## src/rtl/pim_shift_pkg.sv

```systemverilog
// Shared types and helpers for the pipelined PIM barrel shifter.
package pim_shift_pkg;

  typedef enum logic [1:0] {
    SH_SLL = 2'b00,
    SH_SRL = 2'b01,
    SH_SRA = 2'b10,
    SH_ROR = 2'b11
  } shift_op_e;

  // Number of registered slices when reg_every log stages share one slice.
  function automatic int unsigned num_slices(input int unsigned shift_width,
                                             input int unsigned reg_every);
    return (shift_width + reg_every - 1) / reg_every;
  endfunction

endpackage

```

## src/rtl/shift_stage.sv

```systemverilog
// One combinational log-shifter stage: shifts by the constant AMT when enabled.
module shift_stage
  import pim_shift_pkg::*;
#(
  parameter int unsigned WIDTH = 32,
  parameter int unsigned AMT   = 1
) (
  input  shift_op_e          op_i,
  input  logic               en_i,
  input  logic [WIDTH-1:0]   a_i,
  output logic [WIDTH-1:0]   y_o
);

  logic [WIDTH-1:0] sll, srl, sra, ror;

  // A power-of-two amount >= WIDTH is a multiple of WIDTH, so rotate is identity.
  if (AMT >= WIDTH) begin : g_big
    assign sll = '0;
    assign srl = '0;
    assign sra = {WIDTH{a_i[WIDTH-1]}};
    assign ror = a_i;
  end else begin : g_small
    assign sll = a_i << AMT;
    assign srl = a_i >> AMT;
    assign sra = $signed(a_i) >>> AMT;
    assign ror = (a_i >> AMT) | (a_i << (WIDTH - AMT));
  end

  always_comb begin
    y_o = a_i;
    if (en_i) begin
      unique case (op_i)
        SH_SLL: y_o = sll;
        SH_SRL: y_o = srl;
        SH_SRA: y_o = sra;
        SH_ROR: y_o = ror;
      endcase
    end
  end

endmodule

```

## src/rtl/shift_nbit_pipe.sv

```systemverilog
// Pipelined multi-mode barrel shifter with valid/ready handshake and tag sideband.
module shift_nbit_pipe
  import pim_shift_pkg::*;
#(
  parameter int unsigned WIDTH       = 32,
  parameter int unsigned SHIFT_WIDTH = 5,
  parameter int unsigned REG_EVERY   = 1,
  parameter int unsigned TAG_WIDTH   = 4
) (
  input  logic                   clk,
  input  logic                   rst,
  input  logic                   flush,
  input  logic                   in_valid,
  output logic                   in_ready,
  input  logic [1:0]             in_op,
  input  logic [WIDTH-1:0]       in_a,
  input  logic [SHIFT_WIDTH-1:0] in_b,
  input  logic [TAG_WIDTH-1:0]   in_tag,
  output logic                   out_valid,
  input  logic                   out_ready,
  output logic [WIDTH-1:0]       out_y,
  output logic [TAG_WIDTH-1:0]   out_tag
);

  localparam int unsigned L = num_slices(SHIFT_WIDTH, REG_EVERY);

  if (WIDTH < 2 || (WIDTH & (WIDTH - 1)) != 0) begin : g_bad_width
    $error("WIDTH must be a power of two >= 2");
  end
  if (SHIFT_WIDTH < $clog2(WIDTH)) begin : g_bad_shift_width
    $error("SHIFT_WIDTH must be >= clog2(WIDTH)");
  end
  if (REG_EVERY < 1 || REG_EVERY > SHIFT_WIDTH) begin : g_bad_reg_every
    $error("REG_EVERY must be in 1..SHIFT_WIDTH");
  end
  if (TAG_WIDTH < 1) begin : g_bad_tag_width
    $error("TAG_WIDTH must be >= 1");
  end

  logic [L-1:0]           valid_q, valid_d;
  shift_op_e              op_q   [L];
  shift_op_e              op_d   [L];
  logic [WIDTH-1:0]       data_q [L];
  logic [WIDTH-1:0]       data_d [L];
  logic [SHIFT_WIDTH-1:0] b_q    [L];
  logic [SHIFT_WIDTH-1:0] b_d    [L];
  logic [TAG_WIDTH-1:0]   tag_q  [L];
  logic [TAG_WIDTH-1:0]   tag_d  [L];

  // Inputs seen by each slice: the port for slice 0, the previous register otherwise.
  logic [L-1:0]           src_v;
  shift_op_e              src_op  [L];
  logic [WIDTH-1:0]       src_a   [L];
  logic [SHIFT_WIDTH-1:0] src_b   [L];
  logic [TAG_WIDTH-1:0]   src_tag [L];
  logic [WIDTH-1:0]       slice_y [L];
  logic [WIDTH-1:0]       stage_y [SHIFT_WIDTH];

  logic adv;

  for (genvar s = 0; s < L; s++) begin : g_slice
    localparam int unsigned End = ((s + 1) * REG_EVERY < SHIFT_WIDTH) ?
                                  (s + 1) * REG_EVERY : SHIFT_WIDTH;
    if (s == 0) begin : g_first
      assign src_v[s]   = in_valid;
      assign src_op[s]  = shift_op_e'(in_op);
      assign src_a[s]   = in_a;
      assign src_b[s]   = in_b;
      assign src_tag[s] = in_tag;
    end else begin : g_next
      assign src_v[s]   = valid_q[s-1];
      assign src_op[s]  = op_q[s-1];
      assign src_a[s]   = data_q[s-1];
      assign src_b[s]   = b_q[s-1];
      assign src_tag[s] = tag_q[s-1];
    end
    assign slice_y[s] = stage_y[End-1];
  end

  for (genvar i = 0; i < SHIFT_WIDTH; i++) begin : g_stage
    localparam int unsigned S = i / REG_EVERY;
    logic [WIDTH-1:0] stage_a;
    if (i % REG_EVERY == 0) begin : g_head
      assign stage_a = src_a[S];
    end else begin : g_chain
      assign stage_a = stage_y[i-1];
    end
    shift_stage #(
      .WIDTH (WIDTH),
      .AMT   (32'd1 << i)
    ) u_stage (
      .op_i (src_op[S]),
      .en_i (src_b[S][i]),
      .a_i  (stage_a),
      .y_o  (stage_y[i])
    );
  end

  assign adv       = !valid_q[L-1] || out_ready;
  assign in_ready  = adv;
  assign out_valid = valid_q[L-1];
  assign out_y     = data_q[L-1];
  assign out_tag   = tag_q[L-1];

  always_comb begin
    valid_d = valid_q;
    op_d    = op_q;
    data_d  = data_q;
    b_d     = b_q;
    tag_d   = tag_q;
    if (flush) begin
      valid_d = '0;
    end else if (adv) begin
      valid_d = src_v;
      for (int s = 0; s < L; s++) begin
        // Payload follows valid only, so bubbles never load X.
        if (src_v[s]) begin
          op_d[s]   = src_op[s];
          data_d[s] = slice_y[s];
          b_d[s]    = src_b[s];
          tag_d[s]  = src_tag[s];
        end
      end
    end
  end

  always_ff @(posedge clk) begin
    if (rst) begin
      valid_q <= '0;
      for (int s = 0; s < L; s++) begin
        op_q[s]   <= SH_SLL;
        data_q[s] <= '0;
        b_q[s]    <= '0;
        tag_q[s]  <= '0;
      end
    end else begin
      valid_q <= valid_d;
      op_q    <= op_d;
      data_q  <= data_d;
      b_q     <= b_d;
      tag_q   <= tag_d;
    end
  end

endmodule
```

## config.mk

```make
export PLATFORM = sky130hd
export DESIGN_NAME = shift_nbit_pipe
export DESIGN_NICKNAME = d
export VERILOG_FILES = /design/src/rtl/pim_shift_pkg.sv /design/src/rtl/shift_stage.sv /design/src/rtl/shift_nbit_pipe.sv
export SDC_FILE = /design/constraint.sdc
export NUM_CORES = 1
export LEC_CHECK = 0
export CAP_MARGIN = 10
export CELL_PAD_IN_SITES_DETAIL_PLACEMENT = 1
export CELL_PAD_IN_SITES_GLOBAL_PLACEMENT = 1
export CORE_MARGIN = 2
export CORE_UTILIZATION = 42
export CTS_BUF_LIST = sky130_fd_sc_hd__clkbuf_4 sky130_fd_sc_hd__clkbuf_8
export CTS_CLUSTER_DIAMETER = 150
export DETAILED_ROUTE_END_ITERATION = 16
export PLACE_DENSITY_LB_ADDON = 0.1
export REMOVE_ABC_BUFFERS = 1
export SLEW_MARGIN = 20
export SYNTH_ARGS = -nofsm -noshare
export SYNTH_HDL_FRONTEND = slang
export SYNTH_SLANG_ARGS = --single-unit
```

## constraint.sdc

```tcl
create_clock -name clk -period 1.63 [get_ports clk]
set_input_delay 0.4075 -clock clk [delete_from_list [all_inputs] [get_ports clk]]
set_output_delay 0.4075 -clock clk [all_outputs]
set_load 0.005 [all_outputs]
```

==> results <==
- The floorplan step set the die width to 171 µm.
- The most common cell after layout, fill and taps aside is dfxtp_1.
- The via-per-instance ratio is approximately 6.3.
- In the layout the commonest cells are dfxtp_1 (198), inv_1 (103), o21bai_1 (95).
- The via count of the first global-routing pass is 11201.
- Along the worst path, the maximum fanout reaches 16.
- The final critical-path required period is 1.66 ns.
- The checks that failed: setup timing.
- The synthesized design contains 0 enable-type register cells.
- The first TritonRoute pass finished after 5 iterations.
- In this run the worst hold path is classified as input port to register.
- The cell count of the worst reg-to-reg path is 7.
- The unique cell type count in the Yosys netlist is 41.
- Max-cap violations in this run came to 0.
- The power density relative to cell area is 748 nW/µm².
- The clock arrives with 0.0193 ns of skew.
- The static leakage is roughly 5.2 nW.
- The area overhead of the layout relative to synthesis is 26.8%.
- Counting the buffers created by CTS gives 37.
- Net switching is 25.7% of the power.
- The largest net degree at the start of global routing is 63.
- The number of warnings printed during yosys synthesis is 0.
- The final estimated routing congestion in global placement is around 0.8.
- The I/O pin count is 86.
- TritonCTS built the clock tree.
- By startpoint and endpoint, the worst setup path is classified as input port to register.
- Each instance of the synthesized netlist takes up on average 8.39 µm².
- Once layout is done, the placed cells without fillers occupy 14900 µm².
- The synthesized cell area is 11800 µm².
- Summed over all layers, the global routing overflow is 0.
- Setup violations remaining at the end of the flow were counted as 16.
- The count of endpoints failing hold in the final timing report is 0.
- The detailed router finished its first iteration with 659 violations.
- The actual transition at the worst max-transition pin is 0.803 ns.
- Counting instances, the worst hold path has a depth of 2.
- The floorplan has 61 rows.
- For the worst setup path, the data required time is about 2.0 ns.
- Synthesis produced a netlist whose cell count is between 1000 and 1500.
- The worst flop-to-flop path endpoint is g_stage[4].stage_a[31]$_SDFFE_PP0P_.
- The clock reaches the later pin of the worst-skew pair after 0.54 ns.
- The worst pin sits at a relative slew slack of a little under half.
- After filler insertion, the fill cell instance count of the layout stands at 3167.
- The share of total power dissipated in the clock network is 43.8%.
- The final layout contains routed wiring with a total length of 38800 µm.
- The HPWL after detailed placement is 25300 µm.
- The number of diodes added for antenna fixing is 0.
- The initial antenna violation count was 0.
- The share of total power dissipated in combinational logic is 10.2%.
- Hold is met by 0.201 ns.
- The starting density of the core is 42.5%.
- Sequential cells account for between 40% and 50% of the total power.
- The number of pins with negative max-slew slack in the final report is 0.
- Cells with a size suffix above 1 make up between 20 and 25% of the layout.
- The clock input transition at the sequential cells of the worst setup and hold paths is 0.06 ns.
- After detailed routing, the number of remaining DRC violations is 0.
- The run finished, with violations left.
- The total core area is 27700 µm².
- In this run the power spent charging and discharging nets is 2.87 mW.
- The startpoint of the worst register-to-register path is valid_q[4]$_SDFFE_PP0P_.
- For this run, the post-layout net count is 1504.
- Clock tree synthesis selected as its root buffer the cell clkbuf_8.
- The share of synthesized area occupied by flip-flops and latches is between 30% and 40%.
- In the synthesized netlist the dominant register cell turns out to be dfxtp_1.
- The worst path uses 102% of the clock period.
- The placed cell area is between 10000 and 15000 µm².
- Across all register-to-register paths, the minimum setup slack is -0.02 ns.
- The worst-case vdd ir drop is 0.345 mV.
- The beginning of the worst hold path is rst.
- The total number of H-tree levels is 2.
- In this run the remaining antenna-violating nets after routing total 0.
- After synthesis the netlist holds a flip-flop and latch count of 203.
- The endpoint class of the critical path is a register.
- The tree built by TritonCTS fans out to between 200 and 250 sinks.
- The floorplan step defined a die boundary enclosing 29400 µm².
- The kind of launch point of the worst setup path is an input port.
- The critical path data arrival time is approximately 2.1 ns.
- The highest achievable clock rate is 0.603 GHz.
- The via count of the routed design is around 12000.
- Dividing the detail-routed wire length by the instance count gives ~21 µm.
- The worst-case setup margin in the final layout is -0.0277 ns.
- The global-route wire length before repair is slightly above 60000 µm.
- The die height is 171 µm.
- The overall global routing resource usage is 25.3%.
- Counting flops with an async set or reset pin after synthesis yields a share of 0%.
- Setup repair after global routing could not meet its margin everywhere.
- The worst hold path terminates at out_y[19]$_SDFFE_PP0P_.
- The internal power is 8.29 mW.
- No sink is reached through more buffers than the 3 on the longest clock path.
- The port buffer count is 85.
-- critical path: stages --
cell and delay [ns]:
clkdlybuf4s50_1 0.51, nor2b_4 0.06, buf_6 0.15, buf_12 0.15, buf_16 0.15, nor3_4 0.24, buf_6 0.27, a311oi_1 0.11
-- state kept, by name (all words and copies together) (netlist names) --
| signal | count |
|---|---|
| b_q | 10 |
| op_q | 8 |
| out_tag | 4 |
| out_y | 32 |
| valid_q | 5 |
| g_stage.stage_a | 128 |
| src_tag | 16 |
-- stage by stage --
step	TNS, ns	util, %	power [mW]	worst slack, ns	std cells
finish	-0.194	53.9	11.2	-0.0277	1857
global route	-1.88	53.9	11.6	-0.0507	1857
CTS	-0.619	51.8	11.2	-0.0574	1851
detailed placement	-79.32	48.9	6.32	-0.641	1787
global placement	-76.79	48.9	6.30	-0.584	1787
floorplan	-288.24	-	5.61	-2.68	1204
-- cell usage after synthesis, types with 30 or more instances --
cell,n,area share [%]
dfxtp_1,203,35
clkbuf_1,126,4.0
inv_1,104,3.3
o21bai_1,95,6.1
o32ai_1,95,7.1
or4_1,95,6.1
o21ai_0,73,3.1
a31oi_1,67,3.6
a211oi_1,65,4.1
buf_2,61,2.6
a21oi_1,44,1.9
nand4_1,38,2.0
o311a_1,38,3.2
o31ai_1,38,2.4
nor2_1,33,1.1
o21a_1,31,2.0
a22o_1,30,2.2
-- worst max-delay path by stage --
| stage | start | end | slack, ns | depth (start not counted) |
|---|---|---|---|---|
| floorplan | out_ready | g_stage[1].stage_a[10]$_SDFFE_PP0P_ | -2.68 | 4 |
| global placement | out_ready | out_y[31]$_SDFFE_PP0P_ | -0.58 | 4 |
| detailed placement | out_ready | out_y[31]$_SDFFE_PP0P_ | -0.64 | 4 |
| CTS | valid_q[4]$_SDFFE_PP0P_ | g_stage[4].stage_a[11]$_SDFFE_PP0P_ | -0.06 | 7 |
| global route | valid_q[4]$_SDFFE_PP0P_ | g_stage[2].stage_a[10]$_SDFFE_PP0P_ | -0.05 | 6 |
| finish | out_ready | g_stage[4].stage_a[31]$_SDFFE_PP0P_ | -0.03 | 8 |
-- cell families after synthesis --
kind of cell	count (synthesis)	synth area share [%]
compound gates	624	39.0
buf+inv	311	11.0
simple gates	253	14.2
flops	203	34.5
mux	12	1.15
xor+xnor	1	0.0744
-- layout make-up --
class	instances	area, µm²	share of cell area, %
clock inverters	4	28.8	0.193
multi-input cells	891	7010	47.0
flip-flops and latches	203	4070	27.3
repair buffers	212	2220	14.9
well taps	378	473	3.17
inverters	111	417	2.79
clock buffers	58	704	4.72
-- repair_timing --
action / in CTS / in global routing
pin swaps: 2 / 3
endpoints found under the setup margin: 70 / 132
setup buffers: 1 / 3
hold endpoints to repair: 0 / 0
gates resized for setup: 62 / 78
cloned: 1 / 3
hold buffers: 0 / 0
-- routing by layer --
layer  vias to the layer above  wire [µm]  GRT usage, %
met3                        67       1350          3.20
met1                      5823      17300          33.0
met2                       262      19100          43.7
met5                         -          0             0
met4                         0       1070          7.26
li1                       5608          -             -
-- power groups by stage --
stage / combinational, mW / clock (mW) / sequential (mW)
after floorplan: 0.382 / 0 / 5.23
after global placement: 1.06 / 0 / 5.23
after detailed placement: 1.08 / 0 / 5.24
after CTS: 1.10 / 5.00 / 5.13
after global routing: 1.23 / 5.25 / 5.14
final: 1.14 / 4.89 / 5.13
Power figures use the tool's default switching activity.
